### config.mk
export PLATFORM = sky130hd
export DESIGN_NAME = bcd_countdown_timer
export DESIGN_NICKNAME = d
export VERILOG_FILES = /design/src/rtl/bcd_countdown_timer.sv
export SDC_FILE = /design/constraint.sdc
export NUM_CORES = 1
export LEC_CHECK = 0
export CAP_MARGIN = 25
export CORE_MARGIN = 3
export CORE_UTILIZATION = 52
export DETAILED_ROUTE_END_ITERATION = 10
export PLACE_DENSITY = 0.85
export SLEW_MARGIN = 10
export SYNTH_ARGS = -nofsm -noshare
export SYNTH_HDL_FRONTEND = slang
export SYNTH_SLANG_ARGS = --single-unit
### constraint.sdc
create_clock -name clk -period 3.3 [get_ports clk]
set_clock_uncertainty 0.2 [all_clocks]
set_input_delay 0.99 -clock clk [delete_from_list [all_inputs] [get_ports clk]]
set_output_delay 0.99 -clock clk [all_outputs]
set_load 0.01 [all_outputs]
### src/rtl/bcd_countdown_timer.sv
// MM:SS BCD countdown timer with a loadable preset, pause/resume and an expiry pulse.
// The count steps down with a units->tens and seconds->minutes borrow chain.
module bcd_countdown_timer #(
    parameter bit AUTO_RELOAD = 1'b0
) (
    input  logic       clk,
    input  logic       rst_n,
    input  logic       sec_tick,
    input  logic       load,
    input  logic [2:0] preset_min_t,
    input  logic [3:0] preset_min_u,
    input  logic [2:0] preset_sec_t,
    input  logic [3:0] preset_sec_u,
    input  logic       start,
    input  logic       pause,
    output logic [2:0] min_t,
    output logic [3:0] min_u,
    output logic [2:0] sec_t,
    output logic [3:0] sec_u,
    output logic       running,
    output logic       expired,
    output logic       done,
    output logic       load_err
);

    typedef enum logic [1:0] {
        ST_IDLE    = 2'd0,
        ST_RUN     = 2'd1,
        ST_PAUSE   = 2'd2,
        ST_EXPIRED = 2'd3
    } state_t;

    // Count and preset are packed as {min_t[2:0], min_u[3:0], sec_t[2:0], sec_u[3:0]}.
    localparam logic [13:0] COUNT_ZERO = 14'd0;
    localparam logic [13:0] COUNT_ONE  = 14'd1;

    function automatic logic bcd_valid(input logic [13:0] v);
        return (v[13:11] <= 3'd5) && (v[10:7] <= 4'd9) &&
               (v[6:4] <= 3'd5) && (v[3:0] <= 4'd9);
    endfunction

    function automatic logic [13:0] bcd_dec(input logic [13:0] v);
        logic [2:0] mt;
        logic [3:0] mu;
        logic [2:0] st;
        logic [3:0] su;
        logic       borrow;
        mt = v[13:11];
        mu = v[10:7];
        st = v[6:4];
        su = v[3:0];
        if (su == 4'd0) begin
            su = 4'd9;
            borrow = 1'b1;
        end else begin
            su = su - 4'd1;
            borrow = 1'b0;
        end
        if (borrow) begin
            if (st == 3'd0) begin
                st = 3'd5;
            end else begin
                st = st - 3'd1;
                borrow = 1'b0;
            end
        end else begin
            borrow = 1'b0;
        end
        if (borrow) begin
            if (mu == 4'd0) begin
                mu = 4'd9;
            end else begin
                mu = mu - 4'd1;
                borrow = 1'b0;
            end
        end else begin
            borrow = 1'b0;
        end
        if (borrow) begin
            mt = mt - 3'd1;
        end else begin
            mt = mt;
        end
        return {mt, mu, st, su};
    endfunction

    state_t      state_r, state_s;
    logic [13:0] count_r, count_s;
    logic [13:0] preset_r, preset_s;
    logic        done_r, done_s;
    logic        load_err_r, load_err_s;
    logic        running_r, expired_r;
    logic [13:0] preset_in_s;

    assign preset_in_s = {preset_min_t, preset_min_u, preset_sec_t, preset_sec_u};

    // Next-state logic: load > pause > start > sec_tick.
    always_comb begin
        state_s    = state_r;
        count_s    = count_r;
        preset_s   = preset_r;
        done_s     = 1'b0;
        load_err_s = 1'b0;
        if (load) begin
            if (bcd_valid(preset_in_s)) begin
                count_s  = preset_in_s;
                preset_s = preset_in_s;
                state_s  = ST_IDLE;
            end else begin
                load_err_s = 1'b1;
            end
        end else if (pause) begin
            if (state_r == ST_RUN) begin
                state_s = ST_PAUSE;
            end else begin
                state_s = state_r;
            end
        end else if (start) begin
            case (state_r)
                ST_IDLE: begin
                    if (count_r != COUNT_ZERO) begin
                        state_s = ST_RUN;
                    end else begin
                        state_s = ST_IDLE;
                    end
                end
                ST_PAUSE: state_s = ST_RUN;
                default:  state_s = state_r;
            endcase
        end else if (sec_tick && (state_r == ST_RUN)) begin
            if (count_r == COUNT_ONE) begin
                done_s = 1'b1;
                if (AUTO_RELOAD) begin
                    count_s = preset_r;
                end else begin
                    count_s = COUNT_ZERO;
                    state_s = ST_EXPIRED;
                end
            end else if (count_r != COUNT_ZERO) begin
                count_s = bcd_dec(count_r);
            end else begin
                count_s = count_r;
            end
        end else begin
            state_s = state_r;
        end
    end

    // State, count, preset and registered status flags.
    always_ff @(posedge clk or negedge rst_n) begin
        if (!rst_n) begin
            state_r    <= ST_IDLE;
            count_r    <= COUNT_ZERO;
            preset_r   <= COUNT_ZERO;
            done_r     <= 1'b0;
            load_err_r <= 1'b0;
            running_r  <= 1'b0;
            expired_r  <= 1'b0;
        end else begin
            state_r    <= state_s;
            count_r    <= count_s;
            preset_r   <= preset_s;
            done_r     <= done_s;
            load_err_r <= load_err_s;
            running_r  <= (state_s == ST_RUN);
            expired_r  <= (state_s == ST_EXPIRED);
        end
    end

    assign min_t    = count_r[13:11];
    assign min_u    = count_r[10:7];
    assign sec_t    = count_r[6:4];
    assign sec_u    = count_r[3:0];
    assign running  = running_r;
    assign expired  = expired_r;
    assign done     = done_r;
    assign load_err = load_err_r;

endmodule

==> results of run 1 <==
[routing by layer]
layer	up-vias	part of all wire (%)	global-route usage (%)
met4	0	1.1	6.95
met1	663	42	29.2
li1	672	-	-
met5	-	0	0
met2	55	50	41.3
met3	6	6.7	6.46
[registers in the layout, indices dropped and copies added (netlist names)]
register	cells
done	1
state_r	2
expired	1
count_r	14
running	1
load_err	1
[critical path, stage by stage]
cell and delay, ns:
clkdlybuf4s50_1 0.42, nand3b_1 0.19, or4_1 0.47, a211o_1 0.34
a21oi_1 0.30, a2bb2oi_1 0.20
[worst paths after layout]
path	startpoint	endpoint	slack, ns	cells past startpoint
worst max register to register	count_r[0]$_DFFE_PN0P_	count_r[11]$_DFFE_PN0P_	0.76	7
max in group asynchronous	rst_n	expired$_DFF_PN0_	1.89	2
worst min-delay path	count_r[5]$_DFFE_PN0P_	count_r[5]$_DFFE_PN0P_	0.41	1
min in group asynchronous	rst_n	count_r[7]$_DFFE_PN0P_	0.80	2
worst max-delay path	start	count_r[11]$_DFFE_PN0P_	0.44	6
worst min register to register	count_r[5]$_DFFE_PN0P_	count_r[5]$_DFFE_PN0P_	0.41	1
[cell families after synthesis]
group | synth area share, %
AO/OA/AOI/OAI | 27.2
adder cells (fa/ha/maj) | 4.48
buffers and inverters | 4.21
flip-flops | 35.8
multiplexers | 2.33
AND/OR/NAND/NOR | 26.0
[power by group through the flow]
stage | Clock [mW] | Sequential, mW | Combinational, mW
6_report | 0.147 | 0.451 | 0.549
5_1_grt | 0.161 | 0.469 | 0.602
4_1_cts | 0.148 | 0.451 | 0.552
3_5_place_dp | 0 | 0.454 | 0.548
3_3_place_gp | 0 | 0.449 | 0.527
2_1_floorplan | 0 | 0.461 | 0.280
[final cells by class]
class,count,area [µm²],share of cell area [%]
inverter,10,37.5,2.02
clock buffer,4,36.3,1.95
multi-input combinational,119,838,45.1
sequential,20,500,26.9
tap,30,37.5,2.02
timing repair buffer,42,408,22.0
[cell usage in the layout (no fill, tap or decap), types with 3 or more instances in the layout]
cell type        instances
dfrtp_1                 20
nor4_1                   3
nor3_1                   4
nand2b_1                 3
o21ai_0                  7
o2bb2ai_1                3
nand2_1                 12
clkbuf_4                 3
nand3_1                  5
o211ai_1                 3
a2bb2oi_1                4
a22o_1                   3
buf_4                    5
nand3b_1                 3
clkdlybuf4s50_1         37
nor2_1                  10
ha_1                     5
a22oi_1                  4
inv_1                   10
a21oi_1                 13
[per-stage QoR]
| step | util [%] | setup slack, ns | instances |
|---|---|---|---|
| finish | 73.7 | 0.443 | 225 |
| CTS | 73.7 | 0.454 | 225 |
| global placement | 72.2 | 0.143 | 221 |
| floorplan | - | 0.605 | 154 |
| global route | 73.7 | 0.382 | 225 |
| detailed placement | 72.2 | 0.113 | 221 |
==> flow_metrics.tcl, run 1 <==
set metrics [dict create \
    crit_path_start_kind "input port" \
    status "completed" \
    avgRoutedWirePerCell_um 16.6 \
    antennaDiodeCount 0 \
    cts_sinks 20 \
    synth_top_cell_by_area "dfrtp_1" \
    htreeDepth 1 \
    place_area_um2 1820 \
    power_density_nw_per_um2 617 \
    die_height_um 57.8 \
    clk_latency_ns 0.32 \
    io_buffers 37 \
    period_needed_ns 2.86 \
    synthesis.area_um2 1400 \
    synth_commonest_cells "dfrtp_1, a21oi_1, nand2_1" \
    syn_nets 179 \
    vias 1396 \
    antenna_found_initial 0 \
    p_leak_nw 0.760 \
    crit_fanout 3 \
    p_clk_share_pct 12.8 \
    drc 0 \
    cts_tree "built" \
    cp-end-kind "flop" \
    overflow 0 \
    hpwlAfterDp_mm 2.82 \
    tns_ns 0 \
    crit_required_ns 3.35 \
    stdcell_area_um2 1860 \
    rsz0062_at_grt "no" \
    ios 38 \
    areaGrowthSynthToFinish_pct 32.9 \
    drv_slew 0 \
    slew_headroom_pct 54.8 \
    path_class "input port to flop" \
    fin_hold_ws_ns 0.409 \
    postCtsSetupBuffers 0 \
    synth_area_leaders "dfrtp_1, a21oi_1, ha_1, nand2_1, inv_1" \
    first_iter_violations 83 \
    synth.avg_cell_area_um2 9.08 \
    worstMarginPinSlew_ns 0.677 \
    yosysWarnings 0 \
    first_global_vias 1376 \
    routed_wl_mm 3.74 \
    die_w_um 57.8 \
    fillers 203 \
    clk_pin_slew_ns 0.12 \
    gp_congestion 0.832 \
    arrival_ns 2.90 \
    nNetsFinal 221 \
    vdd_drop_max_mv 0.489 \
    ys_dominant_reg_cell "dfrtp_1" \
    ctsHoldBuffers 0 \
    drv_cap 0 \
    synth.distinct_cells 51 \
    p_int_mw 0.684 \
    yosys_register_bits 20 \
    core-area_um2 2520 \
    cts_buffers 3 \
    first_pass_iters 4 \
    p_switching_mw 0.463 \
    ant_nets 0 \
    power_frac_comb_pct 47.9 \
    clockRootBuffer "clkbuf_4" \
    synthMostInstantiatedCell "dfrtp_1" \
    grt_first_pass_wirelength_mm 6.26 \
    setup_violations 0 \
    synth_edf_count 0 \
    clk_path_buf_depth 2 \
    power_frac_seq_pct 39.3 \
    synth_cells 154 \
    initial_utilization_pct 55.4 \
    yosysSeqAreaShare_pct 35.8 \
    via_per_inst 6.20 \
    fp.dieArea_um2 3350 \
    max_freq_mhz 350 \
    rows 18 \
    cts-resized-gates 0 \
    grt_max_degree 39 \
    switching_share_pct 40.4 \
    drive_gt1_share_pct 10.3 \
    fin_total_pwr_mw 1.15 \
    async_flop_share_pct 100 \
    hp-class "flop to flop" \
    grt_usage_pct 23.9 \
    hold_violations 0 \
    synth_top_area_share_pct 35.8 \
    post-route-period-util_pct 86.6 \
]
No activity file was read; power rests on OpenSTA's default activity.
==> run 2: changes to the inputs <==
CORE_UTILIZATION = 43   (was 52)
CTS_CLUSTER_SIZE = 8   (was unset)
PLACE_DENSITY = 0.75   (was 0.85)
clock period = 2.55 ns   (was 3.3 ns; I/O delays follow)
==> flow_metrics.tcl, run 2 (synthesis results as in run 1) <==
set metrics [dict create \
    arrival_ns 2.50 \
    largestRegisters "count_r: 14 flops, state_r: 2 flops" \
    cp-end-kind "flop" \
    path_class "input port to flop" \
    ant_nets 0 \
    p_clk_share_pct 10.4 \
    power_frac_comb_pct 50.3 \
    ios 38 \
    vdd_drop_max_mv 0.595 \
    cts_buffers 3 \
    tns_ns 0 \
    fp.dieArea_um2 3970 \
    crit_required_ns 2.55 \
    max_freq_mhz 401 \
    overflow 0 \
    slew_headroom_pct 73.4 \
    io_buffers 37 \
    cpPeakStageDelay_ns 0.54 \
    grtUsageMet1_pct 26.7 \
    first_global_vias 1442 \
    post-route-period-util_pct 97.9 \
    die_height_um 63.0 \
    drc 0 \
    first_iter_violations 132 \
    timing.critical_path.buf_inv 1 \
    htreeDepth 1 \
    hpwlAfterDp_mm 2.94 \
    setup_violations 0 \
    status "completed" \
    grt_usage_pct 20.7 \
    avgRoutedWirePerCell_um 15.5 \
    cts_sinks 20 \
    antennaDiodeCount 0 \
    layout_setup_ws_ns 0.0535 \
    via_per_inst 5.84 \
    period_needed_ns 2.50 \
    clk_latency_ns 0.30 \
    routed_wl_mm 3.93 \
    grt_max_degree 39 \
    hp-class "flop to flop" \
    drv_cap 0 \
    die_w_um 63.0 \
    power_density_nw_per_um2 745 \
    p_leak_nw 0.836 \
    clockRootBuffer "clkbuf_4" \
    place_area_um2 1940 \
    slowest_stage "or4_4" \
    p_switching_mw 0.613 \
    pre_cts_ws_ns -0.379 \
    gp_congestion 0.924 \
    drv_slew 0 \
    busiest_layer "met2" \
    first_pass_iters 4 \
    largest_reg_flops 14 \
    rows 20 \
    worstMarginPinSlew_ns 0.395 \
    power_frac_seq_pct 39.3 \
    cts_tree "built" \
    hold_violations 0 \
    initial_utilization_pct 45.4 \
    largest-register "count_r" \
    antenna_found_initial 0 \
    clk_path_buf_depth 2 \
    use_met2_pct 35.3 \
    areaGrowthSynthToFinish_pct 43.6 \
    nNetsFinal 236 \
    rsz0062_at_grt "no" \
    worstPathCellList "clkdlybuf4s50_1 > or4_4 > a211o_1 > nand2_2 > mux2_2" \
    layout_commonest_cell "clkdlybuf4s50_1" \
    vias 1477 \
    core-area_um2 3080 \
    clk_pin_slew_ns 0.12 \
    layout_common_cells "clkdlybuf4s50_1, dfrtp_1, buf_4, a21oi_1, nand2_1" \
    drive_gt1_share_pct 19.1 \
    crit_family "simple AND/OR/NAND/NOR gates" \
    groute.layer.met3.usage_pct 2.88 \
    p_int_mw 0.883 \
    switching_share_pct 41.0 \
    crit_fanout 4 \
    stdcell_area_um2 2010 \
    crit_path_start_kind "input port" \
    fin_util_pct 65.2 \
    grt_first_pass_wirelength_mm 6.62 \
]
-- run 2: final timing paths --
| check | startpoint | end | slack (ns) | depth (start not counted) |
|---|---|---|---|---|
| hold reg to reg | count_r[1]$_DFFE_PN0P_ | count_r[1]$_DFFE_PN0P_ | 0.42 | 2 |
| max in group asynchronous | rst_n | count_r[10]$_DFFE_PN0P_ | 1.35 | 2 |
| setup reg to reg | count_r[0]$_DFFE_PN0P_ | count_r[10]$_DFFE_PN0P_ | 0.19 | 7 |
| setup / recovery | pause | count_r[10]$_DFFE_PN0P_ | 0.05 | 5 |
| min in group asynchronous | rst_n | count_r[5]$_DFFE_PN0P_ | 0.58 | 2 |
| hold / removal | count_r[1]$_DFFE_PN0P_ | count_r[1]$_DFFE_PN0P_ | 0.42 | 2 |
-- run 2: power groups by stage --
stage | Sequential [mW] | Clock, mW | Combinational [mW]
3_5_place_dp | 0.586 | 0 | 0.736
5_1_grt | 0.610 | 0.171 | 0.827
6_report | 0.588 | 0.156 | 0.752
4_1_cts | 0.585 | 0.159 | 0.751
3_3_place_gp | 0.583 | 0 | 0.715
2_1_floorplan | 0.596 | 0 | 0.363
-- run 2: through the flow --
stage / power (mW) / instances / hold slack (ns)
floorplan: 0.959 / 154 / 0.269
global placement: 1.30 / 249 / 0.375
detailed placement: 1.32 / 249 / 0.397
CTS: 1.49 / 253 / 0.426
global route: 1.61 / 253 / 0.449
finish: 1.50 / 253 / 0.422
-- run 2: cell type report --
class,count,area [µm²]
Tap cell,44,55.1
Multi-Input combinational cell,119,866
Inverter,10,37.5
Clock buffer,3,22.5
Fill cell,267,1070
Sequential cell,20,500
Timing Repair Buffer,57,526
-- run 2: layer usage --
| metal | vias to the layer above | share of wire [%] |
|---|---|---|
| met5 | - | 0 |
| met4 | 0 | 0.79 |
| met3 | 5 | 5.2 |
| met2 | 54 | 49 |
| met1 | 717 | 45 |
| li1 | 701 | - |
-- run 2: worst min-delay path, delay by kind of cell (launching register included) --
kind	cells	cell delay (ns)
AOI/OAI and AO/OA	1	0.04
DFF	1	0.44
and+or+nand+nor	1	0.12
-- run 2: timing repair --
item                       4_1_cts  5_1_grt
gates resized for setup          9        2
setup endpoints to repair       13        7
pin swaps                        4        1
setup buffers                    1        0
hold buffers                     0        0
==> run 3: changes to the inputs <==
PLACE_DENSITY = 0.84   (was 0.75)
SLEW_MARGIN = 20   (was 10)
==> flow_metrics.tcl, run 3 (synthesis results as in run 1) <==
set metrics [dict create \
    core-area_um2 3080 \
    via_per_inst 5.79 \
    cp-end-kind "output port" \
    ios 38 \
    worstHoldEndpoint "count_r[1]$_DFFE_PN0P_" \
    tns_ns 0 \
    layout_common_cells "clkdlybuf4s50_1, dfrtp_1, buf_4, a21oi_1, nand2_1" \
    crit_required_ns 1.59 \
    hp-class "flop to flop" \
    fp.dieArea_um2 3970 \
    antennaDiodeCount 0 \
    clockRootBuffer "clkbuf_4" \
    timing.critical_path.buf_inv 1 \
    worstPathCellList "clkdlybuf4s50_1" \
    largest_reg_flops 14 \
    rows 20 \
    post-route-period-util_pct 96.2 \
    slowest_stage "clkdlybuf4s50_1" \
    cts_buffers 3 \
    fin_hold_ws_ns 0.427 \
    p_leak_nw 0.874 \
    drive_gt1_share_pct 19.3 \
    htreeDepth 1 \
    gp_congestion 0.868 \
    die_w_um 63.0 \
    crit_path_start_kind "flop" \
    crit_family "buffers and inverters" \
    largestRegisters "count_r: 14 flops, state_r: 2 flops" \
    drv_cap 0 \
    path_class "flop to output port" \
    clk_path_buf_depth 2 \
    first_global_vias 1551 \
    r2r_slack_ns 0.19 \
    worstMarginPinSlew_ns 0.421 \
    routed_wl_mm 4.20 \
    areaGrowthSynthToFinish_pct 46.6 \
    hold_start "count_r[1]$_DFFE_PN0P_" \
    die_height_um 63.0 \
    power_density_nw_per_um2 793 \
    antenna_found_initial 0 \
    dp.cells 251 \
    status "completed" \
    first_pass_iters 6 \
    fin_total_pwr_mw 1.62 \
    rr_endpoint "running$_DFF_PN0_" \
    overflow 0 \
    drv_slew 0 \
    arrival_ns 1.49 \
    rsz0062_at_grt "no" \
    ant_nets 0 \
    whs_path_depth 2 \
    period_needed_ns 2.45 \
    first_iter_violations 94 \
    hpwlAfterDp_mm 3.12 \
    fin_util_pct 66.6 \
    rr_worst_depth 7 \
    cts_tree "built" \
    hold_violations 0 \
    cts_sinks 20 \
    avgRoutedWirePerCell_um 16.4 \
    nNetsFinal 238 \
    grt_max_degree 39 \
    cpPeakStageDelay_ns 0.61 \
    grt_first_pass_wirelength_mm 7.23 \
    slew_headroom_pct 71.6 \
    setup_violations 0 \
    layout_commonest_cell "clkdlybuf4s50_1" \
    grt_usage_pct 22.5 \
    initial_utilization_pct 45.4 \
    layoutNonFillerInstCount 256 \
    vdd_drop_max_mv 0.561 \
    largest-register "count_r" \
    io_buffers 37 \
    vias 1481 \
    clk_latency_ns 0.32 \
    crit_fanout 7 \
    fillers 266 \
    max_freq_mhz 408 \
    clk_pin_slew_ns 0.13 \
    r2r-start "count_r[1]$_DFFE_PN0P_" \
    drc 0 \
]
run 3: cell types whose count changed in the layout (fill, tap and decap cells not counted):
| cell | change |
|---|---|
| clkdlybuf4s50_1 | -1 |
| o21ai_1 | +1 |
| dlymetal6s2s_1 | +2 |
| clkdlybuf4s15_1 | +1 |
| bufinv_16 | +1 |
| o2bb2ai_1 | +1 |
| buf_4 | +2 |
| a21oi_2 | -1 |
| a21oi_1 | +1 |
| o2bb2ai_2 | -1 |
| o21ai_0 | -1 |
| dlygate4sd2_1 | -2 |
run 3: worst max path at each step:
stage                     cells past startpoint                      end                    from
after floorplan                               5  count_r[10]$_DFFE_PN0P_                   start
after global placement                        6  count_r[10]$_DFFE_PN0P_                   start
after detailed placement                      9   count_r[6]$_DFFE_PN0P_                   start
after CTS                                     9   count_r[5]$_DFFE_PN0P_                sec_tick
after global routing                          9   count_r[0]$_DFFE_PN0P_                   start
final                                         1                 sec_u[2]  count_r[2]$_DFFE_PN0P_
run 3: stage by stage:
stage | cell area (µm²) | setup slack (ns)
floorplan | 1400 | 0.0805
global placement | 1960 | -0.341
detailed placement | 1960 | -0.421
CTS | 2030 | 0.0370
global route | 2050 | 0.0317
finish | 2050 | 0.0976
run 3: report_power, final:
| part | switching [mW] | internal, mW | total [mW] |
|---|---|---|---|
| logic | 0.346 | 0.420 | 0.766 |
| clock network | 0.115 | 0.159 | 0.274 |
| registers | 0.176 | 0.409 | 0.585 |
run 3: timing repair:
item / 4_1_cts / 5_1_grt
resized for setup: 3 / 9
buffers inserted: 1 / 0
hold buffers: 0 / 0
endpoints found under the setup margin: 13 / 14
pin swaps: 1 / 2
cloned: 0 / 0
run 3: metal layers:
layer | GRT usage (%) | routed length, µm
met4 | 9.09 | 72
met1 | 27.9 | 1790
met5 | 0 | 0
met3 | 4.14 | 225
met2 | 38.1 | 2110
run 3: layout make-up:
type | count | area (µm²) | share of cell area (%)
multi-input combinational | 119 | 856 | 41.8
tap | 44 | 55.1 | 2.69
sequential | 20 | 500 | 24.4
timing repair buffer | 59 | 548 | 26.7
inverter | 10 | 37.5 | 1.83
clock buffer | 3 | 22.5 | 1.10
clock inverter | 1 | 30.0 | 1.47
run 3: tightest hold or removal path, stage by stage, from the launching register on:
cell	delay, ns
dfrtp_1	0.43
nor2_1	0.07
a21oi_1	0.10
==> RTL change 1, RTL diff (flow settings as in run 2) <==
Register the inputs `sec_tick`, `load`, `start` and `pause` before use, with the module's reset. The logic sees them one clock later.
--- a/src/rtl/bcd_countdown_timer.sv
+++ b/src/rtl/bcd_countdown_timer.sv
@@ -34,4 +34,23 @@
     localparam logic [13:0] COUNT_ZERO = 14'd0;
     localparam logic [13:0] COUNT_ONE  = 14'd1;
+
+    logic sec_tick_q;
+    logic load_q;
+    logic start_q;
+    logic pause_q;
+
+    always_ff @(posedge clk or negedge rst_n) begin
+        if (!rst_n) begin
+            sec_tick_q <= '0;
+            load_q     <= '0;
+            start_q    <= '0;
+            pause_q    <= '0;
+        end else begin
+            sec_tick_q <= sec_tick;
+            load_q     <= load;
+            start_q    <= start;
+            pause_q    <= pause;
+        end
+    end
 
     function automatic logic bcd_valid(input logic [13:0] v);
@@ -102,5 +121,5 @@
         done_s     = 1'b0;
         load_err_s = 1'b0;
-        if (load) begin
+        if (load_q) begin
             if (bcd_valid(preset_in_s)) begin
                 count_s  = preset_in_s;
@@ -110,5 +129,5 @@
                 load_err_s = 1'b1;
             end
-        end else if (pause) begin
+        end else if (pause_q) begin
             if (state_r == ST_RUN) begin
                 state_s = ST_PAUSE;
@@ -116,5 +135,5 @@
                 state_s = state_r;
             end
-        end else if (start) begin
+        end else if (start_q) begin
             case (state_r)
                 ST_IDLE: begin
@@ -128,5 +147,5 @@
                 default:  state_s = state_r;
             endcase
-        end else if (sec_tick && (state_r == ST_RUN)) begin
+        end else if (sec_tick_q && (state_r == ST_RUN)) begin
             if (count_r == COUNT_ONE) begin
                 done_s = 1'b1;
Function: changed (a bounded check fails within 4 cycles, from zero or initial values and one cycle with rst_n low).
==> RTL change 1 against run 2 <==
Highest routed layer unchanged; synthesized cell count is 7.1% higher; die area is 11% higher; sequential cell count is 4 higher; combinational power is 11% lower; largest cell class unchanged; critical endpoint is now count_r[11]$_DFFE_PN0P_; worst setup slack worse by 0.028 ns; total power is 5.5% higher; sequential share of layout area is 2.8 points higher; routed wire length is 13% higher; synthesized area is 12% higher; cell area is 7.9% higher.
==> RTL change 1: results (changes against run 2) <==
Final #Nets=244 (was 236); Pre-antenna DRT Iters=4 (unchanged); CTS buffer count=3 (unchanged); GP Congestion=0.834 (was 0.924); Seq/Total Area, Yosys=38.4% (was 35.8%); clk_lat worst skew=0.33 ns (was 0.30 ns); Synth Flop Type=dfrtp_1 (unchanged); Worst Hold Class=flip-flop to flip-flop (unchanged); GRT Util Overall=20.9% (was 20.7%); Slew headroom=60.3% (was 73.4%); Post-CTS Setup Inserts=0 (was 1); status=finished clean (unchanged); Detail Placement HPWL=3.25 mm (was 2.94 mm); post-CTS sizing=0 (was 9); largest registers=count_r (14), state_r (2) (unchanged); instance area at placement=2080 um^2 (was 1940 um^2); mean routed wirelength per cell=16.9 um (was 15.5 um); pin count of the biggest net entering global routing=25 (was 39); Worst path max stage delay=0.55 ns; yosys warns=0 (unchanged); pre-CTS setup slack=-0.333 ns (was -0.379 ns); non-filler cells, final=264 (was 253); Port Buffer Count=37 (unchanged); ratio of cells with drive above 1 in the final layout=17.4% (was 19.1%); Crit path max-delay family=simple AND/OR/NAND/NOR gates (unchanged); Critical Path Fanout Max=5 (was 4); Clock Pin Slew Worst Setup and Hold Paths=0.14 ns (was 0.12 ns); Top Metal Used=met4 (unchanged); met3 routed WL=196 um (was 205 um); ys async rst share=100% (unchanged); met1 wire length=1.90 mm (was 1.76 mm); DR WL met2=2.31 mm (was 1.94 mm); Initial DRC Count=108 (was 132); Worst EP arrival=2.55 ns (was 2.50 ns); first-pass GRT wire length=7.16 mm (was 6.62 mm); mean area per synthesized cell=9.48 um^2 (was 9.08 um^2); routed vias=1571 (was 1477); top cells by count, synth=dfrtp_1 (24), a21oi_1 (15), nor2_1 (14) (was dfrtp_1 (20), a21oi_1 (13), nand2_1 (12)); Yosys top cell area share=38.4% (was 35.8%); Netlist cell types=52 (was 51); syn nets=190 (was 179); placed insts=259 (was 249); largest cells by area after synthesis=dfrtp_1 (38%), a21oi_1 (4.8%), ha_1 (4.0%) (was dfrtp_1 (36%), a21oi_1 (4.7%), ha_1 (4.5%)); LEAKAGE=0.926 nW (was 0.836 nW); Max VDD drop=422 uV (was 595 uV)
## RTL change 1: metal layers
metal | up-vias | global-route usage, %
met4 | 0 | 6.60
li1 | 734 | -
met3 | 6 | 4.08
met1 | 772 | 25.7
met2 | 59 | 36.3
met5 | - | 0
## RTL change 1: power by group
group          switching [mW]  total, mW  internal [mW]
clock network           0.128      0.288          0.159
registers               0.156      0.622          0.466
logic                   0.311      0.668          0.358
total                   0.595       1.58          0.983
## RTL change 1: path summary, 6_finish.rpt
| check | from | endpoint | slack, ns | cells after the start |
|---|---|---|---|---|
| max | preset_min_t[1] | count_r[11]$_DFFE_PN0P_ | 0.03 | 6 |
| max reg2reg | count_r[0]$_DFFE_PN0P_ | count_r[4]$_DFFE_PN0P_ | 0.12 | 7 |
| min reg2reg | count_r[1]$_DFFE_PN0P_ | count_r[1]$_DFFE_PN0P_ | 0.38 | 1 |
| min in group asynchronous | rst_n | running$_DFF_PN0_ | 0.57 | 2 |
| min | count_r[1]$_DFFE_PN0P_ | count_r[1]$_DFFE_PN0P_ | 0.38 | 1 |
| max in group asynchronous | rst_n | count_r[2]$_DFFE_PN0P_ | 1.33 | 2 |
## RTL change 1: area by class of cell
| class | count | area, um^2 |
|---|---|---|
| clock buffer | 3 | 22.5 |
| fill | 302 | 1250 |
| multi-input combinational | 125 | 912 |
| sequential | 24 | 601 |
| clock inverter | 1 | 30.0 |
| tap | 46 | 57.6 |
| timing repair buffer | 55 | 505 |
| inverter | 10 | 37.5 |
## RTL change 1: cell families after synthesis
logic type / Yosys count / share of synthesized area [%]
and+or+nand+nor: 60 / 24.2
AOI/OAI and AO/OA: 58 / 27.3
adders and majority gates: 5 / 4.00
muxes: 2 / 1.28
buffers and inverters: 16 / 4.80
DFF: 24 / 38.4
==> RTL change 2, RTL diff (settings of run 2) <==
Without the edit above. Set the parameter `AUTO_RELOAD` to 1'b1 (it was 1'b0).
--- a/src/rtl/bcd_countdown_timer.sv
+++ b/src/rtl/bcd_countdown_timer.sv
@@ -2,5 +2,5 @@
 // The count steps down with a units->tens and seconds->minutes borrow chain.
 module bcd_countdown_timer #(
-    parameter bit AUTO_RELOAD = 1'b0
+    parameter bit AUTO_RELOAD = 1'b1
 ) (
     input  logic       clk,
Behaviour: not the same (a bounded check fails within 4 cycles, from zero or initial values and one cycle with rst_n low).
==> RTL change 2 against run 2 <==
Final cell count increased by 35%; synthesized cell count increased by 41%; largest cell class unchanged; cell area increased by 33%; worst setup slack got worse by 0.053 ns; non-clock buffer count increased by 22; synthesized area increased by 34%; largest power group unchanged; global-route usage increased by 0.61 points; die area increased by 30%; sequential cell count increased by 14; routed wire length increased by 32%; total power increased by 41%; critical path type unchanged; via count increased by 31%.
==> RTL change 2: results (changes against run 2) <==
largest cells by area after synthesis=dfrtp_1 (46%), nand2_1 (8.6%), o21ai_0 (4.6%) (was dfrtp_1 (36%), a21oi_1 (4.7%), ha_1 (4.5%)); Netlist cell types=43 (was 51); routed vias=1935 (was 1477); met3 routed WL=232 um (was 205 um); Compound-Gate Fraction of Synth Area=22.4% (was 27.2%); Mapped Cells=217 (was 154); GP Congestion=0.864 (was 0.924); instance area at placement=2520 um^2 (was 1940 um^2); DR WL met2=2.63 mm (was 1.94 mm); status=finished clean (unchanged); Worst setup endpoint=count_r[6]$_DFFE_PN0P_ (was count_r[10]$_DFFE_PN0P_); GR Util met3=5.54% (was 2.88%); Initial DRC Count=277 (was 132); ratio of cells with drive above 1 in the final layout=21.3% (was 19.1%); sequential power=852 uW (was 588 uW); sw frac=36.3% (was 41.0%); clock share of power=17.3% (was 10.4%); LEAKAGE=1.20 nW (was 0.836 nW); CTS root buf=clkbuf_8 (was clkbuf_4); syn nets=238 (was 179); CTS buffer count=5 (was 3); placed insts=329 (was 249); pin count of the biggest net entering global routing=35 (was 39); reg-to-reg endpoint=count_r[10]$_DFFE_PN0P_ (unchanged); cell depth of the worst flop-to-flop path=6 (was 7); critical path startpoint=preset_sec_t[2] (was pause); H-tree level count=2 (was 1); pre-CTS setup slack=-0.639 ns (was -0.379 ns); Vias/cell=5.67 (was 5.84); setup slack, reg-to-reg=0.14 ns (was 0.19 ns); hold slack=0.277 ns (was 0.422 ns); clk_lat worst skew=0.28 ns (was 0.30 ns); first-pass GRT wire length=8.57 mm (was 6.62 mm); largest registers=count_r (14), preset_r (14), state_r (2) (was count_r (14), state_r (2)); mean routed wirelength per cell=15.2 um (was 15.5 um); post-layout minimum cycle time=2.55 ns (was 2.50 ns); Final #Nets=312 (was 236); Seq/Total Area, Yosys=45.5% (was 35.8%); GRT Util Overall=21.3% (was 20.7%); worst r2r src=count_r[8]$_DFFE_PN0P_ (was count_r[0]$_DFFE_PN0P_); Pint=1.35 mW (was 883 uW); Worst EP arrival=2.49 ns (was 2.50 ns); Worst Min Path Start=preset_r[13]$_DFFE_PN0P_ (was count_r[1]$_DFFE_PN0P_); Adder-Cell Fraction of Synth Area=0.670% (was 4.48%); Critical Path Fanout Max=5 (was 4); top cells by count, synth=nand2_1 (43), dfrtp_1 (34), o21ai_0 (17) (was dfrtp_1 (20), a21oi_1 (13), nand2_1 (12)); GR Layer Usage met2=34.6% (was 35.3%); mux share of post-synthesis cell area=1.67% (was 2.33%)
[RTL change 2: cell types whose count changed after synthesis, sizes merged, moves of 4 or more]
cell / before / now
a21oi: 13 / 5
nor3: 4 / 10
a221oi: 0 / 4
dfrtp: 20 / 34
clkbuf: 3 / 7
nand2: 13 / 43
ha: 5 / 1
nor2b: 0 / 6
nor2: 10 / 16
o31ai: 1 / 11
a22oi: 4 / 0
o21ai: 7 / 17
[RTL change 2: cell type report]
type                    instances  area, um^2
multi-input cells             163         973
repair buffers                 79         672
inverters                       8        30.0
fillers                       361        1420
clock buffers                   7        76.3
well taps                      50        62.6
flip-flops and latches         34         851
[RTL change 2: repair_timing]
action,4_1_cts,5_1_grt
setup endpoints to repair,14,4
resized for setup,26,6
pin swaps,8,5
hold buffers,0,0
buffers inserted,4,1
[RTL change 2: critical path, stage by stage]
cell             delay [ns]
clkdlybuf4s15_2        0.19
a22o_1                 0.23
or4_4                  0.59
a22o_4                 0.27
o31ai_1                0.31
o21ai_0                0.15
